===== src/rtl/translator_out.sv =====
`default_nettype none
// =============================================================================
// translator_out : NoC egress word -> Avalon-ST beat, framing/ID checks, output FIFO
// Revision 1.0
// =============================================================================
module translator_out #(
   parameter int DATA_WIDTH = 512,
   parameter int WIDTH_OUT  = 600,
   parameter int NUM_VC     = 2,
   parameter int NOC_RADIX  = 16,
   parameter int FIFO_DEPTH = 4
) (
   input  logic                  clk,
   input  logic                  rstn,
   input  logic [WIDTH_OUT-1:0]  i_data_in,
   input  logic                  i_valid_in,
   output logic                  i_ready_out,
   input  logic                  i_payload_in,
   output logic [DATA_WIDTH-1:0] o_data,
   output logic                  o_valid,
   output logic                  o_sop,
   output logic                  o_eop,
   output logic [5:0]            o_empty,
   output logic                  o_error,
   output logic [31:0]           o_pktid,
   input  logic                  o_ready_in,
   output logic                  o_frame_err,
   output logic                  o_seq_err,
   output logic                  o_fmt_err,
   output logic [15:0]           o_pkt_count
);

   localparam int VCW    = (NUM_VC > 1) ? $clog2(NUM_VC) : 1;
   localparam int AW     = (NOC_RADIX > 1) ? $clog2(NOC_RADIX) : 1;
   localparam int FLIT_W = WIDTH_OUT / 4;
   localparam int FD_W   = FLIT_W - 3 - VCW - AW;
   localparam int SEG_W  = DATA_WIDTH / 4;
   localparam int P_W    = DATA_WIDTH + 34;
   localparam int PTR_W  = $clog2(FIFO_DEPTH);
   localparam int CNT_W  = PTR_W + 1;

   localparam logic [0:0]       IDLE     = 1'b0;
   localparam logic [0:0]       IN_PKT   = 1'b1;
   localparam logic [1:0]       FLAGS_OK = 2'b10;
   localparam logic [CNT_W-1:0] DEPTH_C  = CNT_W'(FIFO_DEPTH);

   typedef struct packed {
      logic [DATA_WIDTH-1:0] data;
      logic                  sop;
      logic                  eop;
      logic [5:0]            empty;
      logic                  error;
      logic [31:0]           pktid;
   } beat_t;

   logic [FD_W-1:0]    fd [4];
   logic [4*FD_W-1:0]  fd_all;
   logic [P_W-1:0]     pay;
   logic [DATA_WIDTH-1:0] hdr_data;
   logic               flit3_valid;
   logic               sop;
   logic               eop;
   logic [1:0]         flags;
   logic               unused_bits;

   genvar k;
   generate
      for (k = 0; k < 4; k++) begin : g_flit
         assign fd[k] = i_data_in[k*FLIT_W +: FD_W];
      end
   endgenerate

   assign flit3_valid = i_data_in[WIDTH_OUT-1];
   assign sop         = i_data_in[WIDTH_OUT-2];
   assign eop         = i_data_in[FLIT_W-3];
   assign fd_all      = {fd[3], fd[2], fd[1], fd[0]};
   assign pay         = fd_all[4*FD_W-1 -: P_W];
   assign flags       = pay[P_W-1 -: 2];
   assign hdr_data    = {fd[3][FD_W-1 -: SEG_W], fd[2][FD_W-1 -: SEG_W],
                         fd[1][FD_W-1 -: SEG_W], fd[0][FD_W-1 -: SEG_W]};
   // vc/dst and spare flit bits carry no meaning on this side of the fabric
   assign unused_bits = ^i_data_in;

   beat_t new_beat;

   always_comb begin
      new_beat     = '0;
      new_beat.sop = sop;
      new_beat.eop = eop;
      if (i_payload_in) begin
         new_beat.data  = pay[DATA_WIDTH-1:0];
         new_beat.pktid = pay[DATA_WIDTH +: 32];
      end else begin
         new_beat.data  = hdr_data;
         new_beat.error = fd[3][FD_W-1-SEG_W];
         new_beat.empty = fd[3][FD_W-2-SEG_W -: 6];
      end
   end

   logic [0:0]       state;
   logic [0:0]       state_nxt;
   logic             accept;
   logic             push;
   logic             pop;
   logic             frame_err_nxt;
   logic             fmt_err_nxt;
   logic             seq_err_nxt;
   logic             id_valid;
   logic [31:0]      last_id;
   logic [CNT_W-1:0] count;
   logic [CNT_W-1:0] count_nxt;
   logic [PTR_W-1:0] wr_ptr;
   logic [PTR_W-1:0] rd_ptr;
   beat_t            mem [FIFO_DEPTH];
   beat_t            head;

   assign accept = i_valid_in & i_ready_out & flit3_valid;

   always_comb begin
      state_nxt     = state;
      push          = 1'b0;
      frame_err_nxt = 1'b0;
      if (accept) begin
         if (sop) begin
            // a sop inside a packet abandons the old one and restarts framing
            push          = 1'b1;
            frame_err_nxt = (state == IN_PKT);
            state_nxt     = eop ? IDLE : IN_PKT;
         end else if (state == IN_PKT) begin
            push = 1'b1;
            if (eop) begin
               state_nxt = IDLE;
            end
         end else begin
            frame_err_nxt = 1'b1;
         end
      end
   end

   assign fmt_err_nxt = push & i_payload_in & (flags != FLAGS_OK);
   assign seq_err_nxt = push & sop & i_payload_in & id_valid &
                        (new_beat.pktid != last_id + 32'd1);

   assign pop     = o_valid & o_ready_in;
   assign o_valid = (count != '0);
   assign head    = mem[rd_ptr];

   always_comb begin
      case ({push, pop})
         2'b10:   count_nxt = count + 1'b1;
         2'b01:   count_nxt = count - 1'b1;
         default: count_nxt = count;
      endcase
   end

   always_ff @(posedge clk) begin
      if (push) begin
         mem[wr_ptr] <= new_beat;
      end
   end

   always_ff @(posedge clk) begin
      if (!rstn) begin
         state       <= IDLE;
         wr_ptr      <= '0;
         rd_ptr      <= '0;
         count       <= '0;
         i_ready_out <= 1'b1;
         id_valid    <= 1'b0;
         last_id     <= '0;
         o_frame_err <= 1'b0;
         o_seq_err   <= 1'b0;
         o_fmt_err   <= 1'b0;
         o_pkt_count <= '0;
      end else begin
         state       <= state_nxt;
         count       <= count_nxt;
         i_ready_out <= (count_nxt < DEPTH_C);
         o_frame_err <= frame_err_nxt;
         o_seq_err   <= seq_err_nxt;
         o_fmt_err   <= fmt_err_nxt;
         if (push) begin
            wr_ptr <= wr_ptr + 1'b1;
         end
         if (pop) begin
            rd_ptr <= rd_ptr + 1'b1;
            if (head.eop && (o_pkt_count != 16'hFFFF)) begin
               o_pkt_count <= o_pkt_count + 16'd1;
            end
         end
         if (push & sop & i_payload_in) begin
            last_id  <= new_beat.pktid;
            id_valid <= 1'b1;
         end
      end
   end

   assign o_data  = head.data;
   assign o_sop   = head.sop;
   assign o_eop   = head.eop;
   assign o_empty = head.empty;
   assign o_error = head.error;
   assign o_pktid = head.pktid;

endmodule
`default_nettype wire


===== config.mk =====
export PLATFORM = sky130hd
export DESIGN_NAME = translator_out
export DESIGN_NICKNAME = d
export VERILOG_FILES = /design/src/rtl/translator_out.sv
export SDC_FILE = /design/constraint.sdc
export NUM_CORES = 2
export LEC_CHECK = 0
export CORE_AREA = 2 2 458 460
export CTS_CLUSTER_SIZE = 28
export DETAILED_ROUTE_END_ITERATION = 12
export DIE_AREA = 0 0 460 462
export PLACE_DENSITY = 0.65
export SYNTH_ARGS = -nofsm -noshare
export SYNTH_HDL_FRONTEND = slang
export SYNTH_SLANG_ARGS = --single-unit

===== constraint.sdc =====
create_clock -name clk -period 23.6 [get_ports clk]
set_clock_uncertainty 0.1 [all_clocks]
set_input_delay 7.08 -clock clk [delete_from_list [all_inputs] [get_ports clk]]
set_output_delay 7.08 -clock clk [all_outputs]
set_load 0.005 [all_outputs]

==> metrics.txt <==
post-synthesis instance area 89,700 um^2; result of the run complete, no violations; Static Leakage 0.0346 uW; final-layout fill cell count 16,100; CP max FO 48; TritonCTS clock tree yes; Starting Density 43.1%; # Post-CTS Setup Buffers 0; sequential cell area fraction in the yosys report 75.5%; First-pass DRT Iterations 7; DR vias 45,700; remaining antenna violation count 0; area growth from synthesis to final layout 24.1%; antenna violations before repair 69; number of failing setup endpoints in the final timing report 0; per-cell via count in the routed design 5.61; flops & latches, synth 2,275; Hold Vio Cnt, Final 0; leading area contributor after synthesis sky130_fd_sc_hd__edfxtp_1; number of library cell types mapped by synthesis 65; Gates resized, CTS repair 0; required time at the endpoint of the critical path 16.42 ns; die footprint 213,000 um^2; maximum number of pins on one net before global-route repair 160; worst setup path category reg -> out; worst relative slew slack 17.6%; area share of the largest cell type after synthesis 74.1%; Mapped Avg Cell Area 22.4 um^2; Tcrit/Tclk final 53.3%; core utilization of the finished layout 53.5%; FP Rows 168; die outline height 462 um; total negative setup slack 0 ns; CTS Buf Count 230; gate count of the mapped netlist 4,001; wire length of the first global-routing pass 342,000 um; Critical Path Sink Type output pin; commonest cells after routing, fill and taps aside 2,212 x sky130_fd_sc_hd__edfxtp_1, 1,133 x sky130_fd_sc_hd__clkdlybuf4s50_1, 553 x sky130_fd_sc_hd__mux4_2; Critical Path Source Type register; class of the most critical hold timing path reg -> reg; Syn. warnings 0; top cells by area, synth sky130_fd_sc_hd__edfxtp_1 74%, sky130_fd_sc_hd__mux4_2 14%, sky130_fd_sc_hd__mux2_2 6.4%, sky130_fd_sc_hd__dfxtp_1 1.4%, sky130_fd_sc_hd__nand2_1 0.43%; clk root buf sky130_fd_sc_hd__clkbuf_16; signal arrival time at the worst endpoint 5.40 ns; drc violations 0; clock sink count 2,275; r2r setup slk 18.88 ns; buffer depth of the longest clock path 3; total global routing track utilization 22.6%; layout cells sized above 1 26.9%; count of max-cap constraint violations 0; RD Place Congestion 0.864; post-CTS clock slew at the launch and capture registers of the worst setup and hold paths 0.06 ns; number of enable-type register cells in the synthesized netlist 2,212; Period minus WS final 12.58 ns; total number of nets in the final design 5,831; total chip power 9920 uW; Clk Latency, worst-skew pair 0.88 ns; number of port buffers 1,135; final max-slew violation count 0; worst voltage drop across the vdd grid 0.0000823 V; Hold-fix buffers, CTS 0; Routed WL per cell 30.2 um; net count after synthesis 4,615; floorplan die width 460 um; fraction of registers with async set/reset 0%; final wirelength 246,000 um; areal power density over the cells 89.2 nW/um^2; actual slew at the worst max-slew pin 1.24 ns; RSZ-0062 raised after global routing no; Top-Level Pins 1,179; leading cell type in the layout, fill and taps excluded sky130_fd_sc_hd__edfxtp_1; FMAX 79.5 MHz; vias in the first global route 46,100; Std-Cell Core Area 208,000 um^2; count of H-tree levels built during CTS 4; leftover overflow at the end of global routing 0; Iteration-0 DRC Markers 4,551; detailed placement HPWL 164,000 um; primary flip-flop cell chosen by synthesis mapping sky130_fd_sc_hd__edfxtp_1
[critical path: stages, from the launching register on]
cell and delay (ns):
sky130_fd_sc_hd__dfxtp_4 0.77, sky130_fd_sc_hd__buf_4 0.71, sky130_fd_sc_hd__buf_4 0.93, sky130_fd_sc_hd__buf_4 0.82, sky130_fd_sc_hd__mux4_2 0.59, sky130_fd_sc_hd__clkdlybuf4s50_1 0.54
[cell type report]
type	instances	area, um^2	area share, %
Antenna cell	21	52.6	0.0472
Clock buffer	300	6120	5.50
Clock inverter	124	1020	0.921
Inverter	24	90.1	0.0809
Multi-Input combinational cell	1490	21000	18.9
Sequential cell	2275	67700	60.8
Tap cell	2720	3400	3.06
Timing Repair Buffer	1196	11900	10.7
[final timing paths]
kind,from,endpoint,depth (start not counted)
setup reg to reg,state$_SDFFE_PN0P_,mem[2][405]$_DFFE_PP_,7
setup / recovery,register,o_data[456],5
hold reg to reg,id_valid$_SDFFE_PN0P_,o_seq_err$_SDFF_PN0_,2
hold / removal,id_valid$_SDFFE_PN0P_,o_seq_err$_SDFF_PN0_,2
[cell usage after synthesis, drive strengths merged, types with 2 or more instances]
master and instances:
edfxtp 2212, mux4 553, mux2 512, buf 122
nand2 102, clkbuf 90, dfxtp 63, and2 47
xnor2 39, a21boi 38, inv 24, nand4 21
nand3 16, nor2 12, and3 11, nor2b 11
nor4 10, nor3 9, ha 8, o21ai 8
or3 8, xor2 8, a21oi 7, and4 7
a311oi 5, or4 4, a2111oi 3, a22oi 3
a311o 3, a31oi 3, mux2i 3, nor4bb 3
o21a 3, or2 3, a21bo 2, and3b 2
nand2b 2, nand3b 2, nand4b 2, nor3b 2
o2111ai 2, o311ai 2
[per-layer routing]
layer  vias up  global-route usage (%)  share of wire (%)
met5         -                       0               0.13
met4        50                    8.32                3.5
met3       363                    6.91                8.9
met2      1721                    35.8                 48
met1     24300                    29.5                 39
li1      19300                       -                  -
[where the power goes]
group | switching [uW] | leakage [uW] | internal (uW)
Combinational | 857 | 0.0106 | 1040
Sequential | 31.9 | 0.0205 | 4540
Clock | 1510 | 0.00348 | 1940
[flip-flops by register name (all words and copies together), names as in the netlist, named ones only]
name         cells
o_seq_err        1
rd_ptr           2
o_frame_err      1
id_valid         1
o_fmt_err        1
i_ready_out      1
o_pkt_count     16
count            3
mem           2212
wr_ptr           2
state            1
last_id         32
[kinds of logic (layout without fill, tap and decap cells)]
kind of cell             after synthesis  after routing  synth area share [%]
AO/OA/AOI/OAI                         88             88                 0.735
other                                  0             21                     0
multiplexers                        1068           1068                  20.4
AND/OR/NAND/NOR                      276            276                  1.67
buffers and inverters                236           1644                  1.10
flip-flops                          2275           2275                  75.5
XOR/XNOR                              49             49                 0.511
adder cells (fa/ha/maj)                9              9                 0.134
[through the flow]
| stage | instances | setup slack [ns] | cell area [um^2] | hold slack [ns] |
|---|---|---|---|---|
| floorplan | 4001 | 2.36 | 89700 | 0.328 |
| global placement | 7705 | 11.21 | 104000 | 0.343 |
| detailed placement | 7705 | 11.22 | 104000 | 0.345 |
| CTS | 8129 | 10.74 | 111000 | 0.359 |
| global route | 8143 | 10.49 | 111000 | 0.382 |
| finish | 8150 | 11.02 | 111000 | 0.361 |
(Power assumes the default switching activity.)
